`config.mk`:
```
export PLATFORM = sky130hd
export DESIGN_NAME = mem_arbiter
export DESIGN_NICKNAME = d
export VERILOG_FILES = /design/src/rtl/mem_arbiter.sv
export SDC_FILE = /design/constraint.sdc
export NUM_CORES = 1
export LEC_CHECK = 0
export BUFFER_PORTS_ARGS = -buffer_cell sky130_fd_sc_hd__buf_2
export CORE_AREA = 4 4 262 264
export CTS_CLUSTER_SIZE = 40
export DETAILED_ROUTE_END_ITERATION = 10
export DIE_AREA = 0 0 266 268
export PLACE_DENSITY = 0.48
export SLEW_MARGIN = 15
export SYNTH_ARGS = -nofsm -noshare
export SYNTH_HDL_FRONTEND = slang
export SYNTH_SLANG_ARGS = --single-unit
```
`constraint.sdc`:
```
create_clock -name clkIn -period 5.7 [get_ports clkIn]
set_input_delay 0.285 -clock clkIn [delete_from_list [all_inputs] [get_ports clkIn]]
set_output_delay 0.285 -clock clkIn [all_outputs]
set_load 0.01 [all_outputs]
```
`src/rtl/mem_arbiter.sv`:
```
// Three-requester byte-serial memory arbiter (MMIO > DCache > ICache), one RAM byte per cycle.
// Optional macro ARB_STARVE_GUARD_EN lets a waiting ICache win after STARVE_LIMIT DCache grants.
module mem_arbiter #(
  parameter int unsigned STARVE_LIMIT = 4
) (
  input  logic         clkIn,
  input  logic         resetIn,
  input  logic [2:0]   reqValid,
  input  logic [2:0]   reqWrite,
  input  logic [95:0]  reqAddr,
  input  logic [11:0]  reqLenM1,
  input  logic [383:0] reqData,
  output logic [2:0]   grant,
  output logic [2:0]   done,
  output logic [127:0] rdataOut,
  input  logic [7:0]   memIn,
  output logic [31:0]  memAddr,
  output logic [7:0]   memOut,
  output logic         readWriteOut
);
  localparam int unsigned AW = 32;
  localparam int unsigned LW = 4;
  localparam int unsigned DW = 128;
  localparam int unsigned CW = 5;

  typedef enum logic {IDLE, XFER} state_e;

  state_e          state_q, state_d;
  logic [CW-1:0]   cnt_q, cnt_d;
  logic [1:0]      win_q, win_d;
  logic [AW-1:0]   addr_q, addr_d;
  logic            wr_q, wr_d;
  logic [LW-1:0]   len_q, len_d;
  logic [DW-1:0]   data_q, data_d;
  logic [2:0]      grant_q, grant_d;
  logic [2:0]      done_q, done_d;
  logic [DW-1:0]   rdata_q, rdata_d;
  logic [AW-1:0]   mem_addr_q, mem_addr_d;
  logic [7:0]      mem_out_q, mem_out_d;
  logic            rw_q, rw_d;

  logic [1:0]      pick_c;
  logic            starve_hit_c;
  logic [CW-1:0]   n_c;
  logic [3:0]      rd_idx_c;
  logic [3:0]      wr_idx_c;

  assign n_c      = {1'b0, len_q} + 5'd1;
  assign rd_idx_c = 4'(cnt_q - 5'd1);
  assign wr_idx_c = 4'(cnt_q);

`ifdef ARB_STARVE_GUARD_EN
  localparam int unsigned SW = $clog2(STARVE_LIMIT + 1);
  logic [SW-1:0] starve_q, starve_d;

  assign starve_hit_c = (starve_q == SW'(STARVE_LIMIT));

  // Count DCache grants that bypass a waiting ICache; any ICache grant or idle ICache clears it.
  always_comb begin
    starve_d = starve_q;
    if (state_q == IDLE) begin
      if (!reqValid[2] || pick_c == 2'd2) starve_d = '0;
      else if (pick_c == 2'd1)            starve_d = starve_q + SW'(1);
    end
  end

  always_ff @(posedge clkIn) begin
    if (!resetIn) starve_q <= '0;
    else          starve_q <= starve_d;
  end
`else
  logic unused_limit;
  assign starve_hit_c = 1'b0;
  assign unused_limit = ^STARVE_LIMIT;
`endif

  // Fixed priority; MMIO is never overridden by the starvation guard.
  always_comb begin
    pick_c = 2'd0;
    if (reqValid[0])                                 pick_c = 2'd0;
    else if (reqValid[1] && !(reqValid[2] && starve_hit_c)) pick_c = 2'd1;
    else if (reqValid[2])                            pick_c = 2'd2;
  end

  always_comb begin
    state_d    = state_q;
    cnt_d      = cnt_q;
    win_d      = win_q;
    addr_d     = addr_q;
    wr_d       = wr_q;
    len_d      = len_q;
    data_d     = data_q;
    grant_d    = '0;
    done_d     = '0;
    rdata_d    = rdata_q;
    mem_addr_d = mem_addr_q;
    mem_out_d  = mem_out_q;
    rw_d       = rw_q;
    unique case (state_q)
      IDLE: begin
        mem_addr_d = '0;
        rw_d       = 1'b0;
        if (|reqValid) begin
          state_d         = XFER;
          cnt_d           = 5'd1;
          win_d           = pick_c;
          addr_d          = reqAddr[AW*int'(pick_c) +: AW];
          wr_d            = reqWrite[pick_c];
          len_d           = reqLenM1[LW*int'(pick_c) +: LW];
          data_d          = reqData[DW*int'(pick_c) +: DW];
          mem_addr_d      = reqAddr[AW*int'(pick_c) +: AW];
          rw_d            = reqWrite[pick_c];
          mem_out_d       = reqData[DW*int'(pick_c) +: 8];
          grant_d[pick_c] = 1'b1;
          if (!reqWrite[pick_c]) rdata_d = '0;
        end
      end
      XFER: begin
        // memIn answers the address driven during the cycle that just ended.
        if (!wr_q) rdata_d[{rd_idx_c, 3'b000} +: 8] = memIn;
        if (cnt_q == n_c) begin
          state_d        = IDLE;
          mem_addr_d     = '0;
          rw_d           = 1'b0;
          done_d[win_q]  = 1'b1;
        end else begin
          cnt_d      = cnt_q + 5'd1;
          mem_addr_d = addr_q + AW'(cnt_q);
          if (wr_q) mem_out_d = data_q[{wr_idx_c, 3'b000} +: 8];
        end
      end
    endcase
  end

  always_ff @(posedge clkIn) begin
    if (!resetIn) begin
      state_q    <= IDLE;
      cnt_q      <= '0;
      win_q      <= '0;
      addr_q     <= '0;
      wr_q       <= 1'b0;
      len_q      <= '0;
      data_q     <= '0;
      grant_q    <= '0;
      done_q     <= '0;
      rdata_q    <= '0;
      mem_addr_q <= '0;
      mem_out_q  <= '0;
      rw_q       <= 1'b0;
    end else begin
      state_q    <= state_d;
      cnt_q      <= cnt_d;
      win_q      <= win_d;
      addr_q     <= addr_d;
      wr_q       <= wr_d;
      len_q      <= len_d;
      data_q     <= data_d;
      grant_q    <= grant_d;
      done_q     <= done_d;
      rdata_q    <= rdata_d;
      mem_addr_q <= mem_addr_d;
      mem_out_q  <= mem_out_d;
      rw_q       <= rw_d;
    end
  end

  assign grant        = grant_q;
  assign done         = done_q;
  assign rdataOut     = rdata_q;
  assign memAddr      = mem_addr_q;
  assign memOut       = mem_out_q;
  assign readWriteOut = rw_q;

endmodule

```
==> run summary, run 1 <==
Total chip power - 6640 uW
GPL Wtd Cong - 0.868
Hold buffers post-CTS - 0
Post-synth top area share - 40.7%
Critical path startpoint category - flop
Share of layout cells above drive strength 1 - 31.1%
Power per cell area - 296 mW/mm^2
Hpwl dp - 56.9 mm
Core area - 0.0666 mm^2
Clock transition at the registers of the reported paths - 0.06 ns
CTS buffer count - 41
# setup viols final - 0
Rows - 95
Final net count - 3,210
WHS Endpoint - memAddr[26]
Worst clock skew - 0.0331 ns
Unique masters post-synth - 76
Max Cap Violations - 0
Required @ worst endpoint - 6.20 ns
Worst-Margin Slew - 1.06 ns
DRC - 0
R2r setup slk - 1.91 ns
Post-synthesis sequential area ratio - 40.7%
Top cells by area, synth - dfxtp_1 (41%), nand2_1 (11%), o211ai_1 (6.5%)
Synth Warn # - 0
Largest net degree at the start of global routing - 179
Outcome - completed
Cts repair resizes - 0
CTS tree - yes
HP Start - reqAddr[90]
Die ar. - 0.0713 mm^2
First-pass GRT wire length - 108 mm
Clk root buf - clkbuf_16
Worst hold path depth - 3
Top-count cell post-synth - nand2_1
Cell accounting for the most synthesized area - dfxtp_1
Worst Hold Class - in -> reg
GR Util All Layers - 19.5%
Die Wd - 266 um
Clock sink count - 348
FF+latch count, synth - 348
Vias in the first global route - 17,394
Worst Setup End Kind - flop
Final min period - 3.79 ns
RSZ-0062 raised after global routing - false
Async set-reset flop share out of synthesis - 0%
R2R Path Start - cnt_q[1]
Mapped Cells - 2,136
Top cells by count, synth - nand2_1 (521), dfxtp_1 (348), a21oi_1 (213), o211ai_1 (149), clkbuf_1 (147)
Crit-path max FO - 51
Setup slack after layout - 1.91 ns
Syn Nets - 2,657
Register area - 0.00698 mm^2
CTS max path bufs - 3
Initial antenna violation count - 7
IO Pins - 683
Final Cycle Share - 66.5%
CP Class - reg -> reg
# fillers - 7,183
Pleak - 0.00978 uW
Post-Syn Area per Cell - 8.01 um^2
Area grow syn2layout - 31.0%
Main synth FF type - dfxtp_1
I/O Buffers - 682
Reg2reg path depth - 8
Drt pass-1 iters - 5
Worst rel slew slack - 29.0%
DRT iter0 DRCs - 1,215
H-tree Lvls - 2
FF-to-FF End - rdataOut[83]
Die Height - 268 um
Setup TNS - 0 ns
Max Slew Vio Count - 0
Total global routing overflow - 0
Antenna-violating nets left - 0
Setup bufs post-CTS - 0
Fmax - 264 MHz
Vias per cell - 5.07
Crit path arrival time - 4.29 ns
Cell area after synthesis - 0.0171 mm^2
Drt wl/cell - 20.9 um
Overall routed net length - 75.1 mm
Final hold vios - 0
Clk_lat worst skew - 0.56 ns
EDFF count, synth - 0
Vias post-DR - 18,226
Multi-input logic area - 0.00936 mm^2
Max VDD drop - 0.171 mV
Worst slack at placement - 1.89 ns
Initial Utilization - 25.7%
## where the power goes
part	internal [uW]	switching, uW	leakage (uW)
Clock	1520	1040	0.000632
Combinational	511	836	0.00630
Sequential	2600	141	0.00285
## flip-flops by register name, indices dropped and copies added (netlist names)
register / count
addr_q: 32
cnt_q: 5
data_q: 128
done: 3
grant: 3
len_q: 4
memAddr: 32
memOut: 8
rdataOut: 128
readWriteOut: 1
state_q: 1
win_q: 2
wr_q: 1
## layout by cell type, fill, tap and decap left out, types with 12 or more instances in the layout
| cell type | n |
|---|---|
| ha_1 | 12 |
| clkbuf_16 | 42 |
| o21a_1 | 26 |
| a211oi_1 | 15 |
| buf_2 | 682 |
| nand4_1 | 16 |
| o21ai_0 | 21 |
| o211ai_1 | 149 |
| a22o_1 | 72 |
| buf_4 | 16 |
| o22ai_1 | 25 |
| nand3_1 | 146 |
| a21oi_1 | 213 |
| inv_1 | 17 |
| mux4_2 | 18 |
| dfxtp_1 | 343 |
| a32o_1 | 48 |
| nor2_1 | 81 |
| nand2_1 | 520 |
| mux2_2 | 28 |
| nor3_1 | 19 |
| xnor2_1 | 23 |
## how the worst max path moves through the flow
stage / start / slack (ns) / endpoint / depth (start not counted)
2_1_floorplan: cnt_q[1] / 2.74 / rdataOut[104] / 12
3_3_place_gp: cnt_q[1] / 2.06 / rdataOut[87] / 8
3_5_place_dp: cnt_q[1] / 1.89 / rdataOut[85] / 8
4_1_cts: cnt_q[1] / 1.87 / rdataOut[83] / 8
5_1_grt: cnt_q[1] / 1.67 / rdataOut[87] / 8
6_report: cnt_q[1] / 1.91 / rdataOut[83] / 8
## final cells by class
cell class,instances,area share (%)
Sequential cell,348,31.1
Clock buffer,58,5.23
Antenna cell,5,0.0558
Clock inverter,10,0.530
Inverter,20,0.357
Timing Repair Buffer,701,16.0
Tap cell,873,4.87
Multi-Input combinational cell,1577,41.8
## kinds of logic after synthesis
kind of cell	after synthesis	share of synthesized area (%)
buffers and inverters	211	4.80
AO/OA/AOI/OAI	633	25.7
AND/OR/NAND/NOR	842	21.2
multiplexers	56	4.80
adder cells (fa/ha/maj)	13	0.995
XOR/XNOR	33	1.69
flip-flops	348	40.7
## critical path, stage by stage (launching register included)
cell	delay, ns
dfxtp_4	0.86
inv_1	0.30
ha_1	0.50
and2_1	0.26
or3_1	0.36
a31oi_1	0.62
nor3_1	0.12
o21ai_1	0.49
a32o_1	0.21
## per-layer routing
metal	vias to the layer above	global-route usage [%]	part of all wire, %	wire [um]
li1	8823	-	-	-
met1	8661	24.8	43	32000
met2	641	34.7	49	37100
met3	97	3.05	5.7	4290
met4	4	4.77	2.2	1650
met5	-	0	0.036	27
## metrics by stage
| stage | hold slack, ns | instance area, um^2 | instances | utilization [%] |
|---|---|---|---|---|
| finish | 0.0453 | 22400 | 3592 | 33.7 |
| global placement | 0.441 | 21100 | 3519 | 31.7 |
| global route | 0.0495 | 22400 | 3588 | 33.6 |
| detailed placement | 0.447 | 21100 | 3519 | 31.7 |
| floorplan | 0.433 | 17100 | 2136 | - |
| CTS | 0.0124 | 22400 | 3587 | 33.6 |
(Power assumes the default switching activity.)
==> run 2, diff against run 1 <==
PLACE_DENSITY = 0.5   (was 0.48)
clock period = 3.26 ns   (was 5.7 ns; I/O delays follow)
==> run summary, run 2 (same netlist as run 1, synthesis figures left out) <==
Outcome - completed
Reg2reg path depth - 7
DRC - 0
Crit path from - cnt_q[1]
Cells after DPL - 3,547
Max Cap Violations - 0
CP max-delay cell - a31oi_1
Max VDD drop - 0.291 mV
Hpwl dp - 59.5 mm
Vias in the first global route - 18,627
Antenna-violating nets left - 0
Total global routing overflow - 0
Final hold vios - 0
Vias post-DR - 19,038
Worst-Margin Slew - 1.10 ns
Setup slack after layout - 0.228 ns
Final std cells w/o fill - 3,769
Worst clock skew - 0.0196 ns
CP Class - reg -> reg
Vias per cell - 5.05
Area grow syn2layout - 41.8%
GR Util All Layers - 20.9%
Worst Hold Class - in -> reg
Clock sink count - 348
Die Height - 268 um
Final net count - 3,384
Drt pass-1 iters - 5
Pleak - 0.0106 uW
Fmax - 330 MHz
# fillers - 6,985
Cts repair resizes - 0
Die ar. - 0.0713 mm^2
Clk root buf - clkbuf_16
Worst Setup End Kind - flop
Worst path bufs/invs - 1
Required @ worst endpoint - 3.71 ns
Die Wd - 266 um
Worst rel slew slack - 26.4%
Clock transition at the registers of the reported paths - 0.06 ns
H-tree Lvls - 2
Most common cell after layout, fill and taps aside - buf_2
Clk_lat worst skew - 0.57 ns
R2r setup slk - 0.23 ns
Core area - 0.0666 mm^2
CP Depth - 7
Final Cycle Share - 93.0%
Share of layout cells above drive strength 1 - 30.5%
GPL Wtd Cong - 0.882
RSZ-0062 raised after global routing - false
Crit path arrival time - 3.49 ns
CP max stage delay - 0.61 ns
Largest net degree at the start of global routing - 196
CTS tree - yes
R2R Path Start - cnt_q[1]
# setup viols final - 0
Multi-input logic area - 0.00935 mm^2
Setup TNS - 0 ns
Worst slack at placement - 0.246 ns
Most frequent cells in the layout - buf_2 (682), nand2_1 (520), dfxtp_1 (343)
DRT iter0 DRCs - 1,131
First-pass GRT wire length - 115 mm
Final min period - 3.03 ns
Layout Utilization - 36.4%
Rows - 95
Drt wl/cell - 21.1 um
Worst hold slack - 0.0115 ns
Max Slew Vio Count - 0
CTS max path bufs - 3
Overall routed net length - 79.5 mm
Crit path cell chain - inv_1 -> ha_1 -> and2_1 -> or3_1 -> a31oi_1 -> nor2_1 -> a32o_1
Critical path startpoint category - flop
Initial Utilization - 25.7%
Register area - 0.00698 mm^2
HP Start - reqData[322]
Worst setup path end - rdataOut[85]
I/O Buffers - 682
Power per cell area - 502 mW/mm^2
FF-to-FF End - rdataOut[85]
Crit-path max FO - 12
Worst hold path depth - 3
Initial antenna violation count - 5
CTS buffer count - 41
IO Pins - 683
Critical path's top delay family - compound AO/OA/AOI/OAI gates
[run 2: cell count changes in the layout (fill, tap and decap cells not counted), moves of 4 or more]
cell / change
dlygate4sd3_1: +146
clkbuf_8: +6
clkinv_2: +4
buf_4: +22
buf_12: +6
clkbuf_1: -8
[run 2: tightest hold or removal path, cell delays in order]
cell	delay, ns
buf_2	0.11
o211ai_1	0.12
a21oi_1	0.13
[run 2: what timing repair did]
item | in CTS | in global routing
setup buffers | 0 | 0
endpoints found under the hold margin | 135 | 0
hold buffers | 146 | 0
[run 2: how the worst min path moves through the flow]
stage / to / slack, ns
final: data_q[66] / 0.01
after global routing: data_q[108] / 0.03
after CTS: data_q[14] / 0.0003
after detailed placement: data_q[116] / 0.44
after global placement: data_q[116] / 0.44
after floorplan: memAddr[19] / 0.36
[run 2: final cells by class]
type	instances	area share [%]
repair buffers	875	22.0
diodes	4	0.0413
clock inverters	16	0.733
inverters	20	0.330
flip-flops and latches	348	28.8
well taps	873	4.50
clock buffers	56	5.05
multi-input cells	1577	38.6
[run 2: per-layer routing]
metal | vias up | part of all wire (%) | wire, um | global-route usage [%]
li1 | 9165 | - | - | -
met1 | 8996 | 41 | 32600 | 25.8
met2 | 734 | 49 | 39000 | 36.5
met3 | 141 | 6.4 | 5120 | 4.02
met4 | 2 | 3.4 | 2710 | 7.40
met5 | - | 0.016 | 13 | 0
[run 2: stage by stage]
| stage | instance area [um^2] | total power [uW] |
|---|---|---|
| floorplan | 17100 | 6210 |
| global route | 24200 | 12700 |
| detailed placement | 21400 | 7350 |
| global placement | 21400 | 7320 |
| finish | 24200 | 12200 |
| CTS | 24200 | 12300 |
[run 2: power by group]
part	leakage (uW)	total, uW	switching (uW)	internal (uW)
sequential	0.00285	4740	199	4540
clock	0.000700	4770	1900	2860
combinational	0.00705	2660	1580	1080
total	0.0106	12200	3680	8480
